[src/rtl/car_motion_ctrl.sv]
// Player car position controller, updated once per frame at vsync fall.
// Optional feature macro: CAR_ACCEL_EN (hold-to-accelerate step doubling).
module car_motion_ctrl #(
  parameter int WIDTH  = 10,
  parameter int X_MIN  = 200,
  parameter int X_MAX  = 346,
  parameter int X_INIT = 270,
  parameter int Y_POS  = 300,
  parameter int STEP   = 2
) (
  input  logic             clk,
  input  logic             rst,
  input  logic             vs,
  input  logic             btn_left,
  input  logic             btn_right,
  output logic [WIDTH-1:0] car_x,
  output logic [WIDTH-1:0] car_y,
  output logic             frame_tick,
  output logic             moving
);

  typedef enum logic {WAIT_FRAME, UPDATE} state_t;

  localparam logic [WIDTH:0] XMIN_W = (WIDTH+1)'(X_MIN);
  localparam logic [WIDTH:0] XMAX_W = (WIDTH+1)'(X_MAX);
  localparam logic [WIDTH:0] STEP_W = (WIDTH+1)'(STEP);

  state_t           state, state_nx;
  logic             vs_s1, vs_s2, vs_prev;
  logic             bl_s1, bl_s2, br_s1, br_s2;
  logic             go_left, go_right;
  logic [WIDTH:0]   step;
  logic [WIDTH:0]   x_wide;
  logic [WIDTH-1:0] x_nx;

  assign car_y    = WIDTH'(Y_POS);
  assign go_left  = bl_s2 & ~br_s2;
  assign go_right = br_s2 & ~bl_s2;

  // Synchronize async inputs and register the vsync falling-edge pulse
  always_ff @(posedge clk) begin
    if (rst) begin
      vs_s1      <= 1'b1;
      vs_s2      <= 1'b1;
      vs_prev    <= 1'b1;
      bl_s1      <= 1'b0;
      bl_s2      <= 1'b0;
      br_s1      <= 1'b0;
      br_s2      <= 1'b0;
      frame_tick <= 1'b0;
    end else begin
      vs_s1      <= vs;
      vs_s2      <= vs_s1;
      vs_prev    <= vs_s2;
      bl_s1      <= btn_left;
      bl_s2      <= bl_s1;
      br_s1      <= btn_right;
      br_s2      <= br_s1;
      frame_tick <= vs_prev & ~vs_s2;
    end
  end

`ifdef CAR_ACCEL_EN
  logic [2:0] hold_cnt;
  logic [1:0] last_dir;
  logic [1:0] dir;

  assign dir  = {go_left, go_right};
  assign step = hold_cnt[2] ? (STEP_W << 1) : STEP_W;

  // Count consecutive updates in the same direction; any change restarts
  always_ff @(posedge clk) begin
    if (rst) begin
      hold_cnt <= 3'd0;
      last_dir <= 2'b00;
    end else if (state == UPDATE) begin
      last_dir <= dir;
      if (dir == 2'b00 || dir != last_dir)
        hold_cnt <= 3'd0;
      else if (hold_cnt != 3'd7)
        hold_cnt <= hold_cnt + 3'd1;
    end
  end
`else
  assign step = STEP_W;
`endif

  // FSM state register
  always_ff @(posedge clk) begin
    if (rst) state <= WAIT_FRAME;
    else     state <= state_nx;
  end

  // Next state: one UPDATE cycle per detected frame
  always_comb begin
    state_nx = state;
    unique case (state)
      WAIT_FRAME: if (frame_tick) state_nx = UPDATE;
      UPDATE:     state_nx = WAIT_FRAME;
      default:    state_nx = WAIT_FRAME;
    endcase
  end

  // Target position with clamping done one bit wider than the output
  always_comb begin
    x_wide = {1'b0, car_x};
    x_nx   = car_x;
    if (go_left) begin
      if (x_wide < XMIN_W + step) x_nx = WIDTH'(XMIN_W);
      else                        x_nx = WIDTH'(x_wide - step);
    end else if (go_right) begin
      if (x_wide + step > XMAX_W) x_nx = WIDTH'(XMAX_W);
      else                        x_nx = WIDTH'(x_wide + step);
    end
  end

  // Commit position and motion flag only in the UPDATE cycle
  always_ff @(posedge clk) begin
    if (rst) begin
      car_x  <= WIDTH'(X_INIT);
      moving <= 1'b0;
    end else if (state == UPDATE) begin
      car_x  <= x_nx;
      moving <= (x_nx != car_x);
    end
  end

endmodule

[config.mk]
export PLATFORM = sky130hd
export DESIGN_NAME = car_motion_ctrl
export DESIGN_NICKNAME = d
export VERILOG_FILES = /design/src/rtl/car_motion_ctrl.sv
export SDC_FILE = /design/constraint.sdc
export NUM_CORES = 1
export LEC_CHECK = 0
export CORE_UTILIZATION = 30
export DETAILED_ROUTE_END_ITERATION = 10
export DONT_BUFFER_PORTS = 1
export GPL_TIMING_DRIVEN = 0
export PLACE_DENSITY = 0.51
export SKIP_LAST_GASP = 1
export SLEW_MARGIN = 20
export SYNTH_ARGS = -nofsm -noshare
export SYNTH_HDL_FRONTEND = slang
export SYNTH_SLANG_ARGS = --single-unit
[constraint.sdc]
create_clock -name clk -period 3 [get_ports clk]
set_input_delay 0.9 -clock clk [delete_from_list [all_inputs] [get_ports clk]]
set_output_delay 0.9 -clock clk [all_outputs]
set_load 0.005 [all_outputs]
Word-level counts from Yosys, hierarchy flattened
Cells that the tools add are included.
{"block": "totals", "out_inout_bits": 22, "register_bits": 20}
{"block": "op_classes", "eq_ne": 1, "n_mux": 6, "bitwise": 7, "n_lt_le_gt_ge": 2, "addsub": 2}
{"cell": "$mux W10", "count": 4}
{"cell": "$add A10 B2 Y11 const B", "count": 1}
{"cell": "$gt A11 B9 Y1 const B", "count": 1}
{"cell": "$lt A10 B8 Y1 const B", "count": 1}
{"cell": "$ne A10 B10 Y1", "count": 1}
{"cell": "$sub A10 B2 Y10 const B", "count": 1}
{"cell": "$not A1 Y1", "count": 4}
{"cell": "$and A1 B1 Y1", "count": 3}
{"cell": "$pmux W1 S2", "count": 1}
{"cell": "$mux W1", "count": 1}

Longest topological paths before layout
{"block": "logic_depth", "depth_word": 6, "mapped_depth": 11}

Worst setup path after synthesis
OpenSTA, ideal clock, no wires.
{"block": "synth_path", "path_type": "register to register", "startpoint": "reg car_x[2]", "endpoint": "reg car_x[8]", "path_slack_ps": 827, "t_arrival_ps": 2058, "n_path_buf": 0, "required_time_ps": 2885, "synth_period_minus_slack_ps": 2173, "path_stages_with_launch": 9, "path_cell_list": "dfxtp_1 ha_1 and4_4 nand4_1 a32o_1 nor3_4 a21oi_2 or3_1 a31o_1"}
{"block": "synth_via", "elab_chain_cells": 5, "elab_cells_between_ends": 8, "classes_between": "2 x add/sub; 2 x order compare; 4 x mux"}
{"element": "from (decl)", "line_no": "16", "text": "output logic [WIDTH-1:0] car_x,"}
{"element": "from (signal assigned)", "line_no": "120", "text": "car_x <= WIDTH'(X_INIT);"}
{"element": "from (signal assigned)", "line_no": "123", "text": "car_x <= x_nx;"}
{"element": "$add A10 B2 Y11", "line_no": "113", "text": "else x_nx = WIDTH'(x_wide + step);"}
{"element": "$gt A11 B9 Y1", "line_no": "112", "text": "if (x_wide + step > XMAX_W) x_nx = WIDTH'(XMAX_W);"}
{"element": "$mux W10", "line_no": "112"}
{"element": "$mux W10", "line_no": "111", "text": "end else if (go_right) begin"}
{"element": "$mux W10 *", "line_no": "108", "text": "if (go_left) begin"}
Every way passes the cells marked *; elsewhere a longest branch is shown, timed or not.
A chain may end at the register's enable or synchronous reset.

Final worst setup path
Same ends and word-level chain as after synthesis.

==> impl_metrics.toml <==
[run_status]
status = "finished clean"

[clock_tree]
cts_tree = "yes"
cts_resized = 0
root_buffer = "clkbuf_8"
h-tree-depth = 1
numCtsBuffers = 3
cts_setup_buffers = 0
clk_latency_ns = 0.25
clkSinkCount = 20
cts_buffer_depth = 2
cts.clk_slew.worst_paths_ns = 0.07
ctsHoldBuffers = 0

[grt]
grt_pass1_vias = 1678
antenna_found_initial = 0
grt_max_degree = 12
gr-total-overflow = 0
grt_pass1_wl_um = 8370
grt.total_usage = 0.168

[layout]
drive_gt1_frac = 0.146
area_growth_syn_to_layout_pct = 9.86
fin_nets = 263
fillers = 614
diodes = 0

[detailed_routing]
vias = 1805
wirelength_um = 5070
drt-vias-per-instance = 5.54
post-route-drc-count = 0
wire_per_inst_um = 15.5
first_iter_violations = 217
dr.pass1.iters = 4
ant_nets = 0

[placed_design]
dp_hpwl_um = 3820
io_buffers = 0
post-place-ws_ns = 0.418
gp_congestion = 0.866

[yosys]
synth_top_family_by_area = "compound AO/OA/AOI/OAI gates"
synth_edf_count = 0
synthMuxAreaShare = 0.0345
yosys.area_share.adder = 0.0211
syn_area_sq_um = 1780
synth-xor-area-share = 0.00493
synthArstFlopShare = 0
synth.yosys.seq_area_share = 0.225
ys_ff_latch = 20
synth_area_per_cell_sq_um = 7.34
syn_inst = 242
ys_warn_count = 0
synth_simple_gate_area_frac = 0.270
ys.flop_type = "dfxtp_1"
synth-compound-area-share = 0.320
yosysUniqueCellTypes = 62

[timing]
tns_ns = 0
setup_violations = 0
final.setup_skew_ns = 0.00417
post-route-min-period_ns = 2.61
drv_slew = 0
worst_pin_slew_ns = 0.526
whs_ns = 0.409
min_period_over_period = 0.870
slew_headroom = 0.648
finalHoldViolCount = 0
rsz0062_at_grt = "no"
max_freq_mhz = 383
layout_setup_ws_ns = 0.390

[setup_path]
required_ns = 3.15
crit_path_end_kind = "register"
worstSetupStartpointType = "register"
cp_max_fo = 10
critical_path_class = "reg2reg"
arrival_ns = 2.76

[pwr]
p_sw_uw = 127
switching_share = 0.234
max-vdd-ir-drop_mv = 0.257
p_int_uw = 417
p_seq_frac = 0.505
power_density_nw_per_um2 = 279
power.share.clock = 0.372
power_leakage_uw = 0.000781
p_comb_frac = 0.122

[die]
die_h_um = 79.0
ios = 27
fp.dieW_um = 79.0
rows = 27
die-area_sq_um = 6230
start_util = 0.317
core_sq_um = 5610

[job]
cap_violations = 0

[min_path]
hold_class = "reg2reg"
[per-stage QoR]
step	cell area (sq um)	utilization	total power (uW)	std cells
2_1_floorplan	1810	-	334	250
3_3_place_gp	1900	0.338	347	322
3_5_place_dp	1900	0.338	346	322
4_1_cts	1950	0.348	553	326
5_1_grt	1950	0.348	571	326
6_report	1950	0.348	544	326
[path summary, 6_finish.rpt]
kind | from | endpoint | slack [ns] | depth (start not counted)
max | car_x[2] | car_x[8] | 0.39 | 9
min | vs_prev | frame_tick | 0.41 | 2
max reg2reg | car_x[2] | car_x[8] | 0.39 | 9
min reg2reg | vs_prev | frame_tick | 0.41 | 2
[cells in the mapped netlist (2+ instances only)]
| library cell | n | area share |
|---|---|---|
| nor3_1 | 5 | 0.014 |
| o21ai_0 | 16 | 0.045 |
| and3b_1 | 2 | 0.0099 |
| a21oi_1 | 14 | 0.039 |
| buf_1 | 2 | 0.0042 |
| and3_1 | 4 | 0.014 |
| o22ai_1 | 3 | 0.011 |
| clkbuf_1 | 8 | 0.017 |
| nand4b_1 | 2 | 0.0099 |
| a211oi_1 | 4 | 0.017 |
| or2_2 | 4 | 0.014 |
| mux2i_1 | 5 | 0.028 |
| dfxtp_1 | 20 | 0.23 |
| a21boi_0 | 2 | 0.0084 |
| a221oi_1 | 4 | 0.020 |
| inv_1 | 9 | 0.019 |
| a31o_2 | 2 | 0.0099 |
| nor4_1 | 2 | 0.0070 |
| buf_6 | 2 | 0.013 |
| and2_1 | 2 | 0.0070 |
| o21ai_1 | 3 | 0.0084 |
| a22oi_1 | 3 | 0.013 |
| nand2_1 | 20 | 0.042 |
| o211ai_1 | 4 | 0.017 |
| conb_1 | 2 | 0.0042 |
| ha_1 | 3 | 0.021 |
| o21bai_1 | 3 | 0.013 |
| nand3b_1 | 3 | 0.013 |
| nand4_1 | 3 | 0.011 |
| nor2_1 | 17 | 0.036 |
| a31oi_1 | 4 | 0.014 |
| nor2b_1 | 5 | 0.018 |
| nand3_1 | 6 | 0.017 |
| o31ai_1 | 2 | 0.0084 |
| buf_2 | 9 | 0.025 |
| a21o_1 | 4 | 0.017 |
| nand2b_1 | 4 | 0.014 |
| or3_1 | 2 | 0.0070 |
| buf_4 | 10 | 0.042 |
[routing by layer]
layer | track usage | up-vias | part of all wire
met5 | 0 | - | 0
met4 | 0.0164 | 0 | 0
met3 | 0.0333 | 0 | 0.079
met2 | 0.278 | 83 | 0.46
met1 | 0.233 | 832 | 0.46
li1 | - | 890 | -
[cells by family (layout without fill, tap and decap cells)]
kind of cell               Yosys count  in the layout
and+or+nand+nor                     87             87
xor gates and xnor gates             1              1
AOI/OAI and AO/OA                   83             83
adders and majority gates            3              3
DFF                                 20             20
buffers and inverters               40             44
muxes                                6              6
other                                2             10
[critical path, cell delays in order, from the launching register on]
cell,delay [ns]
dfxtp_1,0.56
ha_1,0.28
buf_2,0.26
nor4_1,0.09
o31a_1,0.31
nor3_4,0.34
a21oi_2,0.11
buf_6,0.15
nand4b_1,0.17
a31o_1,0.23
[power by group through the flow]
stage	clock (uW)	sequential, uW	combinational (uW)
floorplan	0	280	53.7
finish	203	275	66.5
global route	222	276	73.1
global placement	0	281	66.1
detailed placement	0	281	65.2
CTS	213	275	65.5
[layout make-up]
cell class	instances	area [sq um]	share of cell area
flip-flops and latches	20	400	0.205
well taps	72	90.1	0.0462
plain buffers	31	180	0.0923
clock buffers	4	55.1	0.0282
inverters	9	33.8	0.0173
multi-input cells	190	1190	0.611
[state kept, by name, summed over array words and instances (netlist names)]
register and cells:
bl_s1 1, bl_s2 1, br_s1 1, br_s2 1, car_x 10, frame_tick 1, moving 1, state 1
vs_prev 1, vs_s1 1, vs_s2 1
[cell usage in the layout (no fill, tap or decap), types with 3 or more instances in the layout]
master / n
a211oi_1: 4
a22oi_1: 3
o21ai_0: 16
o211ai_1: 4
o21bai_1: 3
nand3b_1: 3
nand4_1: 3
nand3_1: 6
or2_2: 4
o22ai_1: 3
clkbuf_8: 4
o21ai_1: 3
clkbuf_1: 8
buf_2: 9
inv_1: 9
a21o_1: 4
nand2b_1: 4
buf_4: 10
nor2b_1: 5
a21oi_1: 14
and3_1: 4
nand2_1: 20
a31oi_1: 4
nor3_1: 5
a221oi_1: 4
ha_1: 3
mux2i_1: 5
nor2_1: 17
conb_1: 10
dfxtp_1: 20
Note: power is estimated with default switching activity, not from simulation.
==> edit 1: new RTL, config.mk and constraints unchanged <==
Change the parameter `WIDTH` from 10 to 20.
--- a/src/rtl/car_motion_ctrl.sv
+++ b/src/rtl/car_motion_ctrl.sv
@@ -1,7 +1,7 @@
 // Player car position controller, updated once per frame at vsync fall.
 // Optional feature macro: CAR_ACCEL_EN (hold-to-accelerate step doubling).
 module car_motion_ctrl #(
-  parameter int WIDTH  = 10,
+  parameter int WIDTH  = 20,
   parameter int X_MIN  = 200,
   parameter int X_MAX  = 346,
   parameter int X_INIT = 270,
Interface: changed (resized car_x and car_y); port bits go from 27 to 47. The function was not compared with the original's and may differ.
==> edit 1 against the original RTL <==
  * Cell area increased by 53%
  * Total power grew 82%
  * Setup slack worse by 270 ps
  * Area after synthesis up 45%
  * Sequential cell count is 10 higher
  * Routed wire length grew 58%
  * Count of clock-buffer cells in the layout increased by 1
  * Critical endpoint is now moving$_SDFFE_PP0P_
  * Highest routed layer is now met4
==> edit 1: results (changes against the original RTL) <==
| Metric | Value |
|---|---|
| Maximum clock path buffer count | `2 (unchanged)` |
| Register area share after synthesis | `23.2% (was 22.5%)` |
| Netlist cell types | `67 (was 62)` |
| Clk_skew | `3.11 ps (was 4.17 ps)` |
| Hold Startpoint | `vs_s1$_SDFF_PP1_ (was vs_prev$_SDFF_PP1_)` |
| Mux cell area share after synthesis | `1.36% (was 3.45%)` |
| Non-clock inverter count | `10 (was 9)` |
| Reg2Reg Setup Slack | `120 ps (was 390 ps)` |
| XOR/XNOR Fraction of Synth Area | `2.71% (was 0.493%)` |
| Slowest CP cell | `or4b_4 (was dfxtp_1)` |
| Leak Pwr | `1.10 nW (was 0.781 nW)` |
| First-pass GRT wire length | `13.1 mm (was 8.37 mm)` |
| Multi-input combinational area share | `58.7% (was 61.1%)` |
| Worst Setup SP | `car_x[1]$_SDFFE_PP1P_ (was car_x[2]$_SDFFE_PP1P_)` |
| Post-CTS Resized | `6 (was 0)` |
| H-tree levels | `2 (was 1)` |
| Crit-path max cell delay | `510 ps (was 560 ps)` |
| Total Wirelength | `8.01 mm (was 5.07 mm)` |
| VDD IR max | `0.000134 V (was 0.000257 V)` |
| Top area cells in the synthesized netlist | `dfxtp_1, buf_4, nor2_1 (was dfxtp_1, o21ai_0, buf_4)` |
| Detailed placer's ending HPWL | `5.81 mm (was 3.82 mm)` |
| Dpl cell area | `2780 µm² (was 1900 µm²)` |
| Bufs w/o clock | `53 (was 31)` |
| Buffering overhead | `11.5% (was 9.23%)` |
| CTS Buf Count | `5 (was 3)` |
| Number of flip-flops in the largest register | `20 (was 10)` |
| Slew HR | `59.4% (was 64.8%)` |
| Clock buf/inv share | `3.81% (was 2.82%)` |
| FF/Latch Area | `608 µm² (was 400 µm²)` |
| Starting DRT DRC Count | `211 (was 217)` |
| Routed vias | `2599 (was 1805)` |
| Status | `complete, no violations (unchanged)` |
| Min Hold Slack | `423 ps (was 409 ps)` |
| Total GRT Usage | `18.8% (was 16.8%)` |
| Fill cell count | `892 (was 614)` |
| Routability Congestion | `0.882 (was 0.866)` |
| Commonest cells in the netlist | `nor2_1, dfxtp_1, nand2_1 (was dfxtp_1, nand2_1, nor2_1)` |
| Largest delay share family, worst path | `simple AND/OR/NAND/NOR gates (was compound AO/OA/AOI/OAI gates)` |
| Vias in the first global route | `2486 (was 1678)` |
| # nets final | `383 (was 263)` |
-- edit 1: changes by cell type in the layout (fill, tap and decap cells not counted), moves of 7 or more --
cell and delta:
nor2_1 +22, a21oi_1 +14, conb_1 +10, nand2_1 +10
nor3_1 +7, dfxtp_1 +8, buf_4 +16
-- edit 1: path summary, 6_finish.rpt --
kind | cells past startpoint | to
setup / recovery | 11 | moving$_SDFFE_PP0P_
hold / removal | 1 | vs_s2$_SDFF_PP1_
setup reg to reg | 11 | moving$_SDFFE_PP0P_
hold reg to reg | 1 | vs_s2$_SDFF_PP1_
-- edit 1: stage by stage --
stage	setup TNS, ps	std cells	setup WS (ps)	utilization (%)
after detailed placement	-752	469	-359	33.7
after global placement	-737	469	-357	33.7
after global routing	0	480	0.118	36.2
final	0	480	118	36.2
after CTS	0	477	26.9	35.3
after floorplan	0	364	319	-
-- edit 1: logic make-up after synthesis --
family | count (synthesis)
flops | 30
fa+ha+maj | 4
other cells | 2
mux | 3
buf+inv | 60
xor+xnor | 8
compound gates | 94
simple gates | 145
-- edit 1: worst reg2reg max path, stage by stage, from the launching register on --
cell and delay, ps:
dfxtp_4 370, buf_2 200, inv_1 130, ha_2 230, or4b_4 510, nor4_4 400
nand2_1 160, o21ai_2 170, a221oi_1 120, o311ai_1 150, a2111oi_4 110, a311oi_2 260
-- edit 1: where the power goes --
group | internal [mW] | switching, mW
clock | 0.247 | 0.178
combinational | 0.0624 | 0.0906
sequential | 0.404 | 0.00509
total | 0.714 | 0.274
-- edit 1: layer usage --
layer | global-route usage [%] | wire length, µm
met1 | 25.5 | 3560
met2 | 29.5 | 3560
met3 | 3.38 | 668
met4 | 6.57 | 219
met5 | 0 | 0
==> edit 2: new RTL, same flow settings <==
Made on the original files. Put one more register stage on the output `car_x`, without a reset. The value now appears one clock later. The other outputs are not delayed to match.
--- a/src/rtl/car_motion_ctrl.sv
+++ b/src/rtl/car_motion_ctrl.sv
@@ -24,6 +24,8 @@
   localparam logic [WIDTH:0] XMIN_W = (WIDTH+1)'(X_MIN);
   localparam logic [WIDTH:0] XMAX_W = (WIDTH+1)'(X_MAX);
   localparam logic [WIDTH:0] STEP_W = (WIDTH+1)'(STEP);
+
+  logic [WIDTH-1:0] car_x_s0;
 
   state_t           state, state_nx;
   logic             vs_s1, vs_s2, vs_prev;
@@ -103,8 +105,8 @@
 
   // Target position with clamping done one bit wider than the output
   always_comb begin
-    x_wide = {1'b0, car_x};
-    x_nx   = car_x;
+    x_wide = {1'b0, car_x_s0};
+    x_nx   = car_x_s0;
     if (go_left) begin
       if (x_wide < XMIN_W + step) x_nx = WIDTH'(XMIN_W);
       else                        x_nx = WIDTH'(x_wide - step);
@@ -117,12 +119,16 @@
   // Commit position and motion flag only in the UPDATE cycle
   always_ff @(posedge clk) begin
     if (rst) begin
-      car_x  <= WIDTH'(X_INIT);
+      car_x_s0 <= WIDTH'(X_INIT);
       moving <= 1'b0;
     end else if (state == UPDATE) begin
-      car_x  <= x_nx;
-      moving <= (x_nx != car_x);
+      car_x_s0 <= x_nx;
+      moving <= (x_nx != car_x_s0);
     end
+  end
+
+  always_ff @(posedge clk) begin
+    car_x <= car_x_s0;
   end
 
 endmodule
Formal check against the unedited RTL: not equivalent (a bounded check fails within 4 cycles, from zero or initial values and one cycle with rst high).
==> edit 2 against the original RTL <==
  * Fmax decreased by 7.8%
  * Sequential cell count rose by 10
  * Routed wire length rose by 8.7%
  * Setup slack lost 220 ps
  * Largest cell class unchanged
  * Cell area up 14%
  * Total power is 48% higher
  * Area after synthesis increased by 8.8%
  * Utilization rose by 1.8 points
==> edit 2: results (changes against the original RTL) <==
| Metric | Value |
|---|---|
| Status | `complete, no violations (unchanged)` |
| Clock latency on the worst-skew pair | `280 ps (was 250 ps)` |
| Syn_area_per_cell | `8.09 µm² (was 7.34 µm²)` |
| N_diodes | `0 (unchanged)` |
| Dpl cell area | `2060 µm² (was 1900 µm²)` |
| CP Max Fanout | `6 (was 10)` |
| Initial antenna violation count | `0 (unchanged)` |
| Fraction of registers with async set or reset after synthesis | `0% (unchanged)` |
| Root Driver | `clkbuf_8 (unchanged)` |
| Detailed placer's ending HPWL | `3.94 mm (was 3.82 mm)` |
| Reg2reg path depth | `9 (unchanged)` |
| Placed Cells | `322 (unchanged)` |
| CTS Buf Count | `5 (was 3)` |
| Share of cells above drive strength 1 | `24.2% (was 14.6%)` |
| Fill cell count | `632 (was 614)` |
| First-pass GRT wire length | `8.79 mm (was 8.37 mm)` |
| Final non-filler cell total | `335 (was 326)` |
| Leak Pwr | `0.892 nW (was 0.781 nW)` |
| Vias in the first global route | `1695 (was 1678)` |
| 1st-pass router iterations | `4 (unchanged)` |
| Maximum clock path buffer count | `2 (unchanged)` |
| Biggest regs | `car_x: 10 flops, car_x_s0: 10 flops` |
| Clock-pin slew on the worst setup and hold paths | `70 ps (about the same)` |
| Total GRT Usage | `17.7% (was 16.8%)` |
| Register area share after synthesis | `31.1% (was 22.5%)` |
| Routed vias | `1805 (unchanged)` |
| Commonest cells in the netlist | `dfxtp_1, nand2_1, nor2_1 (unchanged)` |
| Measured slew at the worst slew-check pin | `756 ps (was 526 ps)` |
| Yosys warnings | `0 (unchanged)` |
| Quantity of I/O buffers inserted on ports | `0 (unchanged)` |
| Clk_skew | `12.2 ps (was 4.17 ps)` |
| Top area cells in the synthesized netlist | `dfxtp_1, buf_4, nand2_1 (was dfxtp_1, o21ai_0, buf_4)` |
| CP Data Arrival Time | `2960 ps (was 2760 ps)` |
| # nets final | `269 (was 263)` |
| EDFF count, synth | `0 (unchanged)` |
| H-tree levels | `2 (was 1)` |
| Routability Congestion | `0.884 (was 0.866)` |
| Worst hold path class | `reg -> reg (unchanged)` |
| Netlist cell types | `66 (was 62)` |
| Largest net degree at the start of global routing | `11 (was 12)` |
| VDD IR max | `0.000242 V (was 0.000257 V)` |
| Hold path cells | `0 (was 2)` |
| Starting DRT DRC Count | `137 (was 217)` |
| Total Wirelength | `5.51 mm (was 5.07 mm)` |
| Top_reg_cell synth | `dfxtp_1 (unchanged)` |
edit 2: cell families (layout without fill, tap and decap cells):
kind of cell	after synthesis	count (layout)	synth area share, %
compound gates	75	75	27.9
xor+xnor	3	3	1.36
fa+ha+maj	4	4	2.46
buf+inv	35	48	10.5
flops	30	30	31.1
mux	3	3	1.88
other cells	2	10	0.388
simple gates	87	87	24.4
edit 2: critical path, stage by stage (launching register included):
cell and delay (ps):
dfxtp_1 360, ha_2 250, nand2_1 180, nor3_4 290, mux2_2 380, o21ai_0 250
o221ai_1 200, and2_1 230, a2111oi_2 400, a311oi_1 150
edit 2: area by class of cell:
type / count / area [µm²] / share of cell area (%)
sequential: 30 / 601 / 27.1
tap: 75 / 93.8 / 4.23
multi-input combinational: 182 / 1180 / 53.4
timing repair buffer: 7 / 52.6 / 2.37
buffer: 26 / 170 / 7.68
clock buffer: 6 / 82.6 / 3.73
inverter: 9 / 33.8 / 1.52
edit 2: worst paths after layout:
check | slack [ps] | end | startpoint
setup / recovery | 170 | moving$_SDFFE_PP0P_ | car_x_s0[2]$_SDFFE_PP1P_
hold / removal | 340 | car_x[4]$_DFF_P_ | car_x_s0[4]$_SDFFE_PP0P_
setup reg to reg | 170 | moving$_SDFFE_PP0P_ | car_x_s0[2]$_SDFFE_PP1P_
hold reg to reg | 340 | car_x[4]$_DFF_P_ | car_x_s0[4]$_SDFFE_PP0P_
edit 2: timing repair:
action | in CTS | in global routing
setup buffers | 2 | 5
gates resized for setup | 2 | 4
pin swaps | 0 | 1
endpoints found under the setup margin | 1 | 1
endpoints found under the hold margin | 0 | 0
edit 2: metal layers:
metal,routed length [µm],GRT usage (%)
met5,0,0
met2,2490,26.7
met3,399,4.07
met4,91,6.14
met1,2520,24.5
edit 2: stage by stage:
step | hold slack, ps | setup WS, ps
global placement | 339 | -265
CTS | 351 | 36.5
finish | 341 | 169
global route | 354 | 28.3
detailed placement | 346 | -187
floorplan | 332 | 474
edit 2: power breakdown:
group	leakage (nW)	internal (mW)	switching [mW]	total (mW)
Clock	0.0431	0.177	0.146	0.323
Combinational	0.605	0.0317	0.0412	0.0729
Sequential	0.244	0.405	0.00338	0.408
Total	0.892	0.613	0.191	0.804
